File: src/rtl/uart_pkg.sv
// Shared UART definitions: receiver state encoding and bit-period helper,
// used by both uart_tx and uart_rx.
package uart_pkg;

   typedef enum logic [2:0] {
      RX_IDLE,
      RX_START,
      RX_DATA,
      RX_STOP,
      RX_BREAK
   } rx_state_e;

   function automatic int clks_per_bit(input int clk_hz, input int baud);
      return clk_hz / baud;
   endfunction

endpackage

File: src/rtl/uart_bit_sync.sv
// Two-flop synchroniser for a single asynchronous input bit,
// with a configurable reset value.
module uart_bit_sync #(
   parameter logic RST_VAL = 1'b1
) (
   input  logic clk,
   input  logic rst,
   input  logic d_i,
   output logic q_o
);

   logic meta_q;
   logic sync_q;

   always_ff @(posedge clk or posedge rst) begin
      if (rst) begin
         meta_q <= RST_VAL;
         sync_q <= RST_VAL;
      end else begin
         meta_q <= d_i;
         sync_q <= meta_q;
      end
   end

   assign q_o = sync_q;

endmodule

File: src/rtl/uart_rx.sv
// 8N1 UART receiver with mid-bit sampling and break handling.
// Define UART_RX_MAJORITY_EN for 2-of-3 voting around each bit centre.
module uart_rx
   import uart_pkg::*;
#(
   parameter int CLK_FREQ  = 100_000_000,
   parameter int BAUD_RATE = 1_152_000
) (
   input  logic       clk,
   input  logic       rst,
   input  logic       rx_i,
   output logic [7:0] data_o,
   output logic       valid_o,
   output logic       frame_err_o,
   output logic       busy_o
);

   localparam int CPB  = clks_per_bit(CLK_FREQ, BAUD_RATE);
   localparam int HALF = CPB / 2;
   localparam int CW   = $clog2(CPB);
`ifdef UART_RX_MAJORITY_EN
   localparam int SKEW = 2;
`else
   localparam int SKEW = 0;
`endif
   // Start decision lands on the bit centre; later bits then fall a whole period apart.
   localparam logic [CW-1:0] START_PT = CW'(HALF - 1 + SKEW);
   localparam logic [CW-1:0] BIT_PT   = CW'(CPB - 1);

   rx_state_e     state_q;
   logic [CW-1:0] cnt_q;
   logic [2:0]    idx_q;
   logic [7:0]    shift_q;
   logic [7:0]    data_q;
   logic          valid_q;
   logic          ferr_q;
   logic          busy_q;

   logic          rx_s;
   logic [CW-1:0] pt_d;
   logic          at_pt_d;
   logic          bit_d;

   uart_bit_sync #(
      .RST_VAL(1'b1)
   ) u_sync (
      .clk(clk),
      .rst(rst),
      .d_i(rx_i),
      .q_o(rx_s)
   );

   always_comb begin
      pt_d    = (state_q == RX_START) ? START_PT : BIT_PT;
      at_pt_d = (cnt_q == pt_d);
   end

`ifdef UART_RX_MAJORITY_EN
   logic [1:0] vote_q;

   always_ff @(posedge clk or posedge rst) begin
      if (rst) begin
         vote_q <= 2'b11;
      end else begin
         if (cnt_q == pt_d - CW'(2)) vote_q[0] <= rx_s;
         if (cnt_q == pt_d - CW'(1)) vote_q[1] <= rx_s;
      end
   end

   assign bit_d = (vote_q[0] & vote_q[1]) |
                  (vote_q[0] & rx_s) |
                  (vote_q[1] & rx_s);
`else
   assign bit_d = rx_s;
`endif

   always_ff @(posedge clk or posedge rst) begin
      if (rst) begin
         state_q <= RX_IDLE;
         cnt_q   <= '0;
         idx_q   <= '0;
         shift_q <= '0;
         data_q  <= '0;
         valid_q <= 1'b0;
         ferr_q  <= 1'b0;
         busy_q  <= 1'b0;
      end else begin
         valid_q <= 1'b0;
         ferr_q  <= 1'b0;
         unique case (state_q)
            RX_IDLE: begin
               cnt_q <= '0;
               if (!rx_s) begin
                  state_q <= RX_START;
                  busy_q  <= 1'b1;
               end
            end
            RX_START: begin
               if (at_pt_d) begin
                  cnt_q <= '0;
                  idx_q <= '0;
                  if (bit_d) begin
                     state_q <= RX_IDLE;
                     busy_q  <= 1'b0;
                  end else begin
                     state_q <= RX_DATA;
                  end
               end else begin
                  cnt_q <= cnt_q + CW'(1);
               end
            end
            RX_DATA: begin
               if (at_pt_d) begin
                  cnt_q          <= '0;
                  shift_q[idx_q] <= bit_d;
                  idx_q          <= idx_q + 3'd1;
                  if (idx_q == 3'd7) state_q <= RX_STOP;
               end else begin
                  cnt_q <= cnt_q + CW'(1);
               end
            end
            RX_STOP: begin
               if (at_pt_d) begin
                  cnt_q <= '0;
                  if (bit_d) begin
                     data_q  <= shift_q;
                     valid_q <= 1'b1;
                     busy_q  <= 1'b0;
                     state_q <= RX_IDLE;
                  end else begin
                     ferr_q  <= 1'b1;
                     state_q <= RX_BREAK;
                  end
               end else begin
                  cnt_q <= cnt_q + CW'(1);
               end
            end
            RX_BREAK: begin
               // A held-low line must go high before another start is accepted.
               cnt_q <= '0;
               if (rx_s) begin
                  state_q <= RX_IDLE;
                  busy_q  <= 1'b0;
               end
            end
            default: begin
               state_q <= RX_IDLE;
               busy_q  <= 1'b0;
            end
         endcase
      end
   end

   assign data_o      = data_q;
   assign valid_o     = valid_q;
   assign frame_err_o = ferr_q;
   assign busy_o      = busy_q;

endmodule
File: config.mk
export PLATFORM = sky130hd
export DESIGN_NAME = uart_rx
export DESIGN_NICKNAME = d
export VERILOG_FILES = /design/src/rtl/uart_pkg.sv /design/src/rtl/uart_bit_sync.sv /design/src/rtl/uart_rx.sv
export SDC_FILE = /design/constraint.sdc
export NUM_CORES = 1
export LEC_CHECK = 0
export ABC_CLOCK_PERIOD_IN_PS = 3100
export BUFFER_PORTS_ARGS = -buffer_cell sky130_fd_sc_hd__buf_4
export CAP_MARGIN = 30
export CORE_UTILIZATION = 40
export DETAILED_ROUTE_END_ITERATION = 6
export PLACE_DENSITY_LB_ADDON = 0.2
export SKIP_CTS_REPAIR_TIMING = 1
export SLEW_MARGIN = 15
export SYNTH_ARGS = -nofsm -noshare
export SYNTH_HDL_FRONTEND = slang
export SYNTH_SLANG_ARGS = --single-unit
File: constraint.sdc
create_clock -name clk -period 3.1 [get_ports clk]
set_clock_uncertainty 0.05 [all_clocks]
set_input_delay 0.155 -clock clk [delete_from_list [all_inputs] [get_ports clk]]
set_output_delay 0.155 -clock clk [all_outputs]
set_load 0.05 [all_outputs]
Yosys cells after proc, flatten, opt, wreduce, memory -nomap -nowiden
Index checks and enable logic that the tools add are counted.

storage, ports and cells
  bits in registers = 34
  input bits = 3
  output and inout bits = 11
  word-level logic and storage cells = 68

operators by class
  add/sub/neg operators = 2
  order comparisons = 2
  equality and inequality tests = 13
  mux-type cells = 28
  bitwise gates (word level) = 1
  reductions and logical operators = 12

operators with widths
  operator             count
  $mux 3               9
  $pmux 3 s5           1
  $mux 7               2
  $pmux 7 s2           1
  $mux 1               10
  $ne 2x2->1 const B   5
  $reduce_and 3->1     3
  $bwmux 8             1
  $add 7x1->7 const B  1
  $eq 7x7->1           1
  $eq 3x2->1 const B   2
  $eq 3x3->1 const B   2
  $pmux 3 s2           1
  $reduce_and 6->1     1
  $lt 3x4->1 const B   1
  $ne 2x1->1 const B   2
  $pmux 1 s4           1
  $reduce_bool 2->1    2
  $reduce_or 2->1      2
  $add 3x1->3 const B  1
  $demux 1 s3          1
  $eq 3x1->1 const B   1
  $ge 3x1->1 const B   1
  $logic_not 3->1      1
  5 further kinds      5

Depth between registers and ports, before layout
  depth in word-level cells = 5
  depth in mapped cells = 5
  mapped depth without buffers = 5

Modules after synthesis
A second synthesis with hierarchy kept.

unflattened totals
  cells, all modules = 134
  area, all modules = 1612.8 um^2

modules (own cells, without submodules)
  module         instances  cells an instance  area each (um^2)  sequential area each (um^2)
  uart_rx        1          131                1556.5            800.8
  uart_bit_sync  1          3                  56.3              52.6

Worst setup path after synthesis
OpenSTA, ideal clock, no wires.

  path type = register to register
  start point = reg cnt_q[1]
  end point = reg shift_q[1]
  setup time = 128 ps
  data arrival time = 1468 ps
  required time = 2922 ps
  slack = 1454 ps
  stages on the path, launching flop included = 5
  path buffers = 0
  clock period less this slack = 1646 ps
  path through = dfrtp_1 and4bb_2 nand3_4 nor4b_4 mux2_1

between the ends
  word-level cells in the longest chain between the ends = 2

ends and longest elaborated chain
  item                               line            text
  from (decl)                        uart_rx.sv:31   logic [CW-1:0] cnt_q;
  from (signal assigned)             uart_rx.sv:109  cnt_q <= cnt_q + CW'(1);
  from (signal assigned)             uart_rx.sv:119  cnt_q <= cnt_q + CW'(1);
  from (signal assigned)             uart_rx.sv:135  cnt_q <= cnt_q + CW'(1);
  $eq 7x7->1                         uart_rx.sv:55   at_pt_d = (cnt_q == pt_d);
  $reduce_and 2->1 (no source line)  -
  to (signal, indexed assignment)    uart_rx.sv:115  shift_q[idx_q] <= bit_d;
  to (decl)                          uart_rx.sv:33   logic [7:0] shift_q;

Every way passes these cells.
A chain may end at the register's enable or synchronous reset.

Worst setup path after layout
  start point = reg cnt_q[0]
  end point = reg shift_q[0]

The elaborated chain is that of the path after synthesis.

==> results.json <==
{
  "start_util": 0.418,
  "portBuffers": 13,
  "cp_slowest_cell": "dfrtp_1",
  "slew_headroom": 0.676,
  "p_leak_nw": 0.889,
  "wl_per_cell_um": 15.3,
  "placementRows": 23,
  "drv_slew": 0,
  "clock_path_buffers": 2,
  "wl_um": 3280,
  "cts.sinks": 34,
  "required_ns": 3.22,
  "p_per_area_nw_per_um2": 456,
  "hpwl_um": 2160,
  "grt_max_degree": 35,
  "final_common_cell": "dfrtp_1",
  "path_depth": 4,
  "clk_pin_slew_ns": 0.07,
  "fillers": 379,
  "cts_buffers": 5,
  "ys_async_sr_fraction": 1.00,
  "hold_depth": 0,
  "critPathMaxFanout": 9,
  "synthFlopType": "dfrtp_1",
  "num_vias": 1210,
  "critPathMaxStageDelay_ns": 0.46,
  "cp_cell_sequence": "and4b_1, nand3_4, nor4_1, mux2_2",
  "synthCells": 149,
  "arrival_ns": 2.08,
  "tightest_slew_ns": 0.486,
  "path_delay_family": "simple AND/OR/NAND/NOR gates",
  "max_cap_viol_count": 0,
  "htree_levels": 2,
  "dr.pass1.iters": 4,
  "antenna_found_initial": 0,
  "finalPower_uw": 879,
  "fp.dieArea_um2": 4480,
  "ir_drop_mv": 0.311,
  "fin_crit_sh": 0.630,
  "dp_slack_ns": 1.24,
  "clk_latency_ns": 0.29,
  "ys_types": 46,
  "area_delta_synth_final_pct": 14.5,
  "startpoint_type": "flip-flop",
  "die-width_um": 66.9,
  "hp-class": "reg2reg",
  "via_per_inst": 5.63,
  "gr-usage-all-layers": 0.175,
  "root_buffer": "clkbuf_8",
  "syn_avg_cell_area_um2": 11.3,
  "synth_area_um2": 1690,
  "io_pins": 14,
  "synth.net_count": 155,
  "drive_above_1_share": 0.291,
  "ff2ff_path_depth": 4,
  "coreArea_um2": 4030,
  "critPathBufInv": 0,
  "setup-tns-final_ns": 0,
  "critPathLaunch": "cnt_q[0]",
  "r2r-start": "cnt_q[0]",
  "drt-initial-drc-count": 24,
  "path_class": "reg2reg",
  "grt_pass1_vias": 1194,
  "n_antenna_cell": 0,
  "fin_ws_ns": 1.15,
  "die-height_um": 66.9,
  "rsz0062_at_grt": "false",
  "gp_congestion": 0.832,
  "period_needed_ns": 1.95,
  "yosys_warnings": 0,
  "yosysSeqAreaShare": 0.506,
  "setup_viol": 0,
  "ant_nets": 0,
  "hold_viol_final": 0,
  "mostFrequentLayoutCells": "dfrtp_1, buf_4, mux2_2, nor2_1, nand2_1",
  "max_freq_mhz": 512,
  "remaining_drc_errors": 0,
  "hold_ws_ns": 0.311,
  "synth-edff-count": 0,
  "grt_overflow_total": 0,
  "critPathCaptureType": "flip-flop",
  "min-delay-start": "u_sync.meta_q",
  "grt_pass1_wl_um": 5610,
  "ys_seq_elements": 34,
  "status": "completed",
  "cts_tree": "yes",
  "final_nets": 170
}
-- synth_stat cells (3+ instances only) --
master	count	area share
dfrtp_1	32	0.48
nand4_1	4	0.015
nand4b_1	4	0.021
ha_1	3	0.022
mux2_2	13	0.087
nor2_1	11	0.024
a31oi_1	3	0.011
clkbuf_1	3	0.0067
inv_1	3	0.0067
xor2_1	4	0.021
nand3_1	8	0.024
o21ai_0	5	0.015
nand2_1	11	0.024
-- worst reg2reg max path, delay by kind of cell, from the launching register on --
| family | cells | cell delay (ns) |
|---|---|---|
| flops | 1 | 0.46 |
| simple gates | 3 | 0.95 |
| mux | 1 | 0.38 |
-- sequential cells by signal (all words and copies together), names as in the netlist --
register and cells:
busy_o 1, cnt_q 7, data_o 8, frame_err_o 1, idx_q 3, shift_q 8, state_q 3, u_sync.meta_q 1
u_sync.q_o 1, valid_o 1
-- path summary, 6_finish.rpt --
kind                                 end  slack (ns)
max                           shift_q[0]        1.15
min                           u_sync.q_o        0.31
max reg2reg                   shift_q[0]        1.15
min reg2reg                   u_sync.q_o        0.31
max in group asynchronous  u_sync.meta_q        2.21
min in group asynchronous     state_q[2]        0.47
-- layer usage --
| metal | vias to the layer above | track usage | routed length (µm) |
|---|---|---|---|
| met5 | - | 0 | 0 |
| met1 | 599 | 0.210 | 1500 |
| met4 | 0 | 0.0904 | 70 |
| li1 | 570 | - | - |
| met3 | 8 | 0.0531 | 127 |
| met2 | 33 | 0.279 | 1580 |
-- per-stage QoR --
| stage | cell area, µm² | cells | utilization |
|---|---|---|---|
| after floorplan | 1690 | 149 | - |
| after global placement | 1810 | 205 | 0.450 |
| after detailed placement | 1810 | 205 | 0.450 |
| after CTS | 1910 | 213 | 0.474 |
| after global routing | 1930 | 215 | 0.479 |
| final | 1930 | 215 | 0.479 |
-- cell families (layout without fill, tap and decap cells) --
family / count (synthesis) / after routing / share of synthesized area
multiplexers: 15 / 15 / 0.100
buffers and inverters: 11 / 27 / 0.0297
XOR/XNOR: 4 / 4 / 0.0208
flip-flops: 34 / 34 / 0.506
AO/OA/AOI/OAI: 21 / 21 / 0.0832
adder cells (fa/ha/maj): 3 / 3 / 0.0223
AND/OR/NAND/NOR: 61 / 61 / 0.238
-- report_power, final --
part | switching (mW) | internal (mW)
Combinational | 0.0286 | 0.0241
Sequential | 0.0283 | 0.457
Clock | 0.163 | 0.178
Total | 0.220 | 0.659
-- final cells by class --
cell class	count	area (µm²)	share of cell area
flip-flops and latches	34	853	0.442
multi-input cells	104	782	0.405
repair buffers	16	125	0.0649
clock buffers	6	82.6	0.0428
well taps	50	62.6	0.0324
clock inverters	2	12.5	0.00649
inverters	3	11.3	0.00584
No activity file was read; power rests on OpenSTA's default activity.
